**config.mk**
```make
export PLATFORM = sky130hd
export DESIGN_NAME = cp0_gen
export DESIGN_NICKNAME = d
export VERILOG_FILES = /design/src/rtl/cp0_gen.sv
export SDC_FILE = /design/constraint.sdc
export NUM_CORES = 1
export LEC_CHECK = 0
export ABC_AREA = 1
export CORE_ASPECT_RATIO = 0.9
export CORE_UTILIZATION = 45
export CTS_BUF_LIST = sky130_fd_sc_hd__clkbuf_8 sky130_fd_sc_hd__clkbuf_16
export CTS_CLUSTER_DIAMETER = 50
export DETAILED_ROUTE_END_ITERATION = 8
export GPL_TIMING_DRIVEN = 1
export HOLD_SLACK_MARGIN = 0.15
export PLACE_DENSITY = 0.82
export SLEW_MARGIN = 15
export SYNTH_ARGS = -nofsm -noshare
export SYNTH_HDL_FRONTEND = slang
export SYNTH_SLANG_ARGS = --single-unit
```
**constraint.sdc**
```tcl
create_clock -name clk -period 1.8 [get_ports clk]
set_clock_uncertainty 0.05 [all_clocks]
set_input_delay 0.27 -clock clk [delete_from_list [all_inputs] [get_ports clk]]
set_output_delay 0.27 -clock clk [all_outputs]
set_load 0.02 [all_outputs]
```
**src/rtl/cp0_gen.sv**
```systemverilog
// Coprocessor-0 beside the M stage: SR/Cause/EPC/BadVAddr/PRId, interrupt and exception arbitration.
// Optional Count/Compare timer built when CP0_TIMER_EN is defined.
module cp0_gen #(
    parameter int          INT_NUM  = 6,
    parameter logic [31:0] PRID     = 32'h0000_4D50,
    parameter int          TICK_DIV = 1
) (
    input  logic               clk,
    input  logic               reset,
    input  logic               we,
    input  logic               eret_in,
    input  logic               bd_in,
    input  logic [4:0]         exc_code_in,
    input  logic [4:0]         reg_num,
    input  logic [INT_NUM-1:0] int_req,
    input  logic [31:0]        wdata,
    input  logic [31:0]        vpc,
    input  logic [31:0]        bad_vaddr_in,
    output logic [31:0]        rdata,
    output logic [31:0]        epc_out,
    output logic               req,
    output logic               timer_irq
);

    logic [INT_NUM-1:0] sr_im;
    logic               sr_exl;
    logic               sr_ie;
    logic               cause_bd;
    logic [INT_NUM-1:0] cause_ip;
    logic [4:0]         cause_exc;
    logic [31:0]        epc;
    logic [31:0]        bad_vaddr;

    logic [INT_NUM-1:0] ip_next;
    logic               int_take;
    logic               exc_take;
    logic               mtc0;
    logic [31:0]        sr_word;
    logic [31:0]        cause_word;

    // The timer flag shares the top interrupt line with the external request.
    always_comb begin
        ip_next = int_req;
        ip_next[INT_NUM-1] = int_req[INT_NUM-1] | timer_irq;
    end

    assign int_take = (|(ip_next & sr_im)) && sr_ie && !sr_exl;
    assign exc_take = (exc_code_in != 5'd0) && !sr_exl;
    assign req      = int_take | exc_take;
    assign mtc0     = we && !req;

    assign sr_word    = ({{(32-INT_NUM){1'b0}}, sr_im} << 10) | {30'd0, sr_exl, sr_ie};
    assign cause_word = {cause_bd, 31'd0} | ({{(32-INT_NUM){1'b0}}, cause_ip} << 10)
                      | {25'd0, cause_exc, 2'd0};
    assign epc_out    = (we && reg_num == 5'd14) ? wdata : epc;

`ifdef CP0_TIMER_EN
    logic [31:0] count;
    logic [31:0] compare;
    logic [7:0]  presc;
    logic        timer_flag;
    logic        tick;
    logic        count_wr;
    logic        cmp_wr;

    assign tick     = (presc == 8'(TICK_DIV - 1));
    assign count_wr = mtc0 && (reg_num == 5'd9);
    assign cmp_wr   = mtc0 && (reg_num == 5'd11);

    always_ff @(posedge clk) begin
        if (reset) begin
            count      <= '0;
            compare    <= '0;
            presc      <= '0;
            timer_flag <= 1'b0;
        end else begin
            if (count_wr) begin
                count <= wdata;
                presc <= '0;
            end else if (tick) begin
                count <= count + 32'd1;
                presc <= '0;
            end else begin
                presc <= presc + 8'd1;
            end
            // A Compare write acknowledges the timer even if a match lands on the same edge.
            if (cmp_wr) begin
                compare    <= wdata;
                timer_flag <= 1'b0;
            end else if (!count_wr && tick && (count + 32'd1 == compare)) begin
                timer_flag <= 1'b1;
            end
        end
    end

    assign timer_irq = timer_flag;
`else
    logic unused_tick_div;
    assign unused_tick_div = (TICK_DIV > 0);
    assign timer_irq       = 1'b0;
`endif

    always_comb begin
        rdata = '0;
        case (reg_num)
            5'd8:  rdata = bad_vaddr;
`ifdef CP0_TIMER_EN
            5'd9:  rdata = count;
            5'd11: rdata = compare;
`endif
            5'd12: rdata = sr_word;
            5'd13: rdata = cause_word;
            5'd14: rdata = epc;
            5'd15: rdata = PRID;
            default: rdata = '0;
        endcase
    end

    always_ff @(posedge clk) begin
        if (reset) begin
            sr_im     <= '0;
            sr_exl    <= 1'b0;
            sr_ie     <= 1'b0;
            cause_bd  <= 1'b0;
            cause_ip  <= '0;
            cause_exc <= '0;
            epc       <= '0;
            bad_vaddr <= '0;
        end else begin
            cause_ip <= ip_next;
            if (req) begin
                sr_exl    <= 1'b1;
                cause_bd  <= bd_in;
                epc       <= bd_in ? vpc - 32'd4 : vpc;
                cause_exc <= int_take ? 5'd0 : exc_code_in;
                if (!int_take && (exc_code_in == 5'd4 || exc_code_in == 5'd5))
                    bad_vaddr <= bad_vaddr_in;
            end else begin
                if (eret_in)
                    sr_exl <= 1'b0;
                if (mtc0) begin
                    case (reg_num)
                        5'd12: begin
                            sr_im  <= wdata[10 +: INT_NUM];
                            sr_exl <= wdata[1];
                            sr_ie  <= wdata[0];
                        end
                        5'd14:   epc <= wdata;
                        default: ;
                    endcase
                end
            end
        end
    end

endmodule

```
# After elaboration in Yosys (flattened, before gate mapping)
# Index checks and enable logic that the tools add are counted.
# word_totals
regBits	84
inputBits	117
out_inout_bits	66
word_cells	50
# op_classes
addsub	1
n_eq_ne	7
n_mux	11
bitwise	6
n_reduce_logical	17
# ops
cell	count
32-bit two-way mux	5
32-bit case mux with 5 select lines	1
32-bit by 16-bit bitwise OR with 32-bit output	1
32-bit by 7-bit bitwise OR with 32-bit output	1
32-bit by 3-bit subtractor with 32-bit output, second input constant	1
5-bit by 4-bit == test with 1-bit output, second input constant	5
16-bit by 2-bit bitwise OR with 16-bit output	1
5-bit by 3-bit == test with 1-bit output, second input constant	2
6-bit AND	1
1-bit logical AND	6
6-bit OR reduction	1
5-bit two-way mux	1
5-bit nonzero test	1
1-bit two-way mux	4
2-bit AND reduction	2
2-bit nonzero test	2
1-bit zero test	3
3-bit AND reduction	1
1-bit logical OR	1
1-bit NOT	1
1-bit bitwise OR	1

# Depth between registers and ports, before layout
# depth
depth_word	9
mapped_depth	12
depth_no_buf	12

# Worst setup path after synthesis
# No wires, ideal clock.
# synth_timing
kind	input-to-output
start	input reg_num[0]
end	output rdata[24]
arrival_time_ns	1.512
slack_ns	-0.032
path_stages	6
path_buffers	1
cell_sequence	nor2_1 > nand3b_1 > nor2_1 > inv_2 > buf_1 > o21ai_0
# synth_between
elab_chain_len	2
elab_cells_between_ends	6
classes_between	5 x eq/ne; 1 x mux
# synth_lines
element	line_no	text
start, declared	14	input logic [4:0] reg_num,
5-bit by 4-bit == test with 1-bit output	105	case (reg_num)
32-bit case mux with 5 select lines (*)	105	
end, declared	19	output logic [31:0] rdata,
# Mark *: on every way between the ends. The rest lies on a longest branch, timed or not.

# Final worst setup path
# layout_timing
start	input int_req[5]
end	output req
# layout_between
elab_chain_len	5
# layout_lines
element	line_no	text
start, declared	15	input logic [INT_NUM-1:0] int_req,
6-bit AND	47	assign int_take = (|(ip_next & sr_im)) && sr_ie && !sr_exl;
6-bit OR reduction	47	
1-bit logical AND (2 in series)	47	
1-bit bitwise OR	49	assign req = int_take | exc_take;
end, declared	21	output logic req,
# No other way between the ends.

==> flow_metrics.py <==
metrics = {
    "job": {
        "cap_viol_max_count": 0,
    },
    "pwr": {
        "clockPowerShare": 0.355,
        "p_leak_nw": 3.49,
        "combPwrFrac": 0.253,
        "p_switching_mw": 1.52,
        "switching_share": 0.296,
        "power.density_mw_per_mm2": 648,
        "intPower_mw": 3.62,
        "ir_drop_mv": 0.665,
        "seq_power_share": 0.392,
    },
    "clock_tree": {
        "cts.sinks": 84,
        "ctsLongestPathBuffers": 2,
        "worstSkewPairLatency_ns": 0.34,
        "h-tree-depth": 3,
        "cts_tree": "yes",
        "clk_pin_slew_worst_paths_ns": 0.06,
        "cts_made_buffers": 9,
        "cts_root_buf": "clkbuf_16",
    },
    "grt": {
        "grt_first_pass_wirelength_mm": 29.5,
        "grt_max_degree": 35,
        "antenna_found_initial": 0,
        "grt_pass1_vias": 5842,
        "overflow": 0,
        "grtUsageTotal": 0.341,
    },
    "hold_path": {
        "min_path_cells": 2,
        "min_path_type": "flip-flop to flip-flop",
    },
    "critical_path": {
        "reg2reg_depth": 11,
        "end_kind": "output port",
        "cp.arrival_ns": 1.48,
        "cp_max_fo": 4,
        "worstPathRequired_ns": 1.48,
        "crit_type": "primary input to output port",
        "start_kind": "primary input",
    },
    "synth": {
        "synth_area_per_cell_um2": 6.39,
        "syn-instance-count": 748,
        "async_flop_share": 0,
        "ys_types": 35,
        "synth_edf_count": 0,
        "yosys_warnings": 0,
        "synth_ff_type": "dfxtp_1",
        "synth_area_mm2": 0.00478,
        "synth-seq-cells": 84,
        "ys_seq_area_frac": 0.352,
        "synth_nets": 866,
    },
    "final_layout": {
        "final_cell_mix": "nand2_1 (164), buf_4 (116), clkdlybuf4s50_1 (110)",
        "post-route-util": 0.771,
        "design_area_mm2": 0.00794,
        "drive_gt1_frac": 0.248,
        "final_common_cell": "nand2_1",
        "fin_cells": 1153,
        "diodes": 0,
        "fin_nets": 1137,
        "area_growth_pct": 66.0,
    },
    "sta": {
        "fmax_ghz": 0.555,
        "hold_violations": 0,
        "fin_crit_sh": 1.00,
        "hold_ws_ns": 0.410,
        "rsz0062_at_grt": "yes",
        "final-max-slew-violation-count": 0,
        "fin_crit_ns": 1.80,
        "finalWorstSetupSlack_ns": -0.00269,
        "setup_viol_count_final": 1,
    },
    "outcome": {
        "violations": "setup timing",
        "outcome": "finished, violations left",
    },
    "place": {
        "gp_congestion": 0.915,
        "dp_cells": 1119,
        "pre_cts_slack_ns": -0.867,
        "dp_hpwl_mm": 13.7,
        "io_buffers": 181,
        "placed_area_mm2": 0.00742,
    },
    "die": {
        "ios": 183,
        "die_w_um": 111,
        "start_util": 0.465,
        "core-area_mm2": 0.0103,
        "die_y_um": 99.8,
        "fp-row-count": 35,
        "die-area_mm2": 0.0110,
    },
    "routing": {
        "post_drt_wl_per_cell_um": 16.7,
        "firstDrtPassIters": 5,
        "totalWireLength_mm": 19.3,
        "vias": 6195,
        "viasPerCell": 5.37,
        "antenna_left": 0,
        "drt_iter0_markers": 563,
        "drc": 0,
    },
}
## metal layers
| metal | wire length [um] | vias to the layer above | global-route usage | share of wire |
|---|---|---|---|---|
| met5 | 0 | - | 0 | 0 |
| met4 | 685 | 0 | 0.122 | 0.036 |
| met3 | 1580 | 60 | 0.0755 | 0.082 |
| met2 | 9250 | 336 | 0.593 | 0.48 |
| met1 | 7760 | 2831 | 0.418 | 0.40 |
| li1 | - | 2968 | - | - |
## flip-flops by register name, indices dropped and copies added, names as in the netlist
signal     cells
cause_bd       1
sr_exl         1
epc           32
cause_ip       6
sr_ie          1
sr_im          6
cause_exc      5
bad_vaddr     32
## worst max-delay path, cell delays in order
cell             delay, ns
clkdlybuf4s50_1       0.53
nand2_1               0.07
nand2_1               0.08
nor2_2                0.04
nand2_2               0.09
nand3_2               0.10
nand2_4               0.15
buf_6                 0.14
## cells in the mapped netlist, types with 3 or more instances
library cell	instances	area, um^2
xnor2_1	6	52.6
nand2_1	169	634
buf_1	5	18.8
o21a_1	3	22.5
inv_2	3	11.3
buf_4	5	37.5
nor2_4	3	33.8
o22ai_1	16	100
dfxtp_1	84	1680
buf_2	5	25.0
nor2_1	75	282
inv_1	107	402
o21ai_0	68	340
o2111ai_1	6	52.6
nand4_1	8	50.1
o221ai_1	7	61.3
nor3_1	4	20.0
o21ai_1	19	95.1
nand3_1	35	175
a21oi_1	68	340
xor2_1	9	78.8
clkbuf_1	18	67.6
nor2_2	7	43.8
## power groups by stage
stage | clock network [mW] | logic (mW) | registers (mW)
6_report | 1.82 | 1.30 | 2.01
5_1_grt | 1.92 | 1.40 | 2.02
2_1_floorplan | 0 | 0.520 | 2.04
3_3_place_gp | 0 | 1.23 | 2.05
3_5_place_dp | 0 | 1.23 | 2.05
4_1_cts | 1.82 | 1.23 | 2.01
## per-stage QoR
stage | power [mW] | setup TNS, ns
detailed placement | 3.28 | -64.36
CTS | 5.07 | 0
global placement | 3.27 | -60.97
finish | 5.14 | -0.00269
global route | 5.34 | -0.292
floorplan | 2.56 | 0
## logic make-up after synthesis
kind of cell             synth area share
buffers and inverters               0.122
other                            0.000784
XOR/XNOR                           0.0275
adder cells (fa/ha/maj)           0.00262
AND/OR/NAND/NOR                     0.272
flip-flops                          0.352
AO/OA/AOI/OAI                       0.223
## worst paths after layout
| check | endpoint | startpoint | slack (ns) |
|---|---|---|---|
| worst max-delay path | req | int_req[5] | -0.003 |
| worst min-delay path | bad_vaddr[1]$_SDFFE_PP0P_ | bad_vaddr[1]$_SDFFE_PP0P_ | 0.41 |
| worst max register to register | sr_im[2]$_SDFFE_PP0P_ | sr_im[0]$_SDFFE_PP0P_ | 0.15 |
| worst min register to register | bad_vaddr[1]$_SDFFE_PP0P_ | bad_vaddr[1]$_SDFFE_PP0P_ | 0.41 |
## layout make-up
class | instances | area, um^2
fillers | 765 | 2350
clock buffers | 11 | 253
clock inverters | 5 | 42.5
multi-input cells | 519 | 2680
repair buffers | 294 | 2700
flip-flops and latches | 84 | 1680
repair inverters | 1 | 7.51
inverters | 110 | 418
well taps | 129 | 161
## timing repair
item,4_1_cts,5_1_grt
cloned,4,1
resized for setup,356,46
hold buffers,0,0
buffers inserted,10,3
setup endpoints to repair,89,90
pin swaps,9,10
Note: power is estimated with default switching activity, not from simulation.
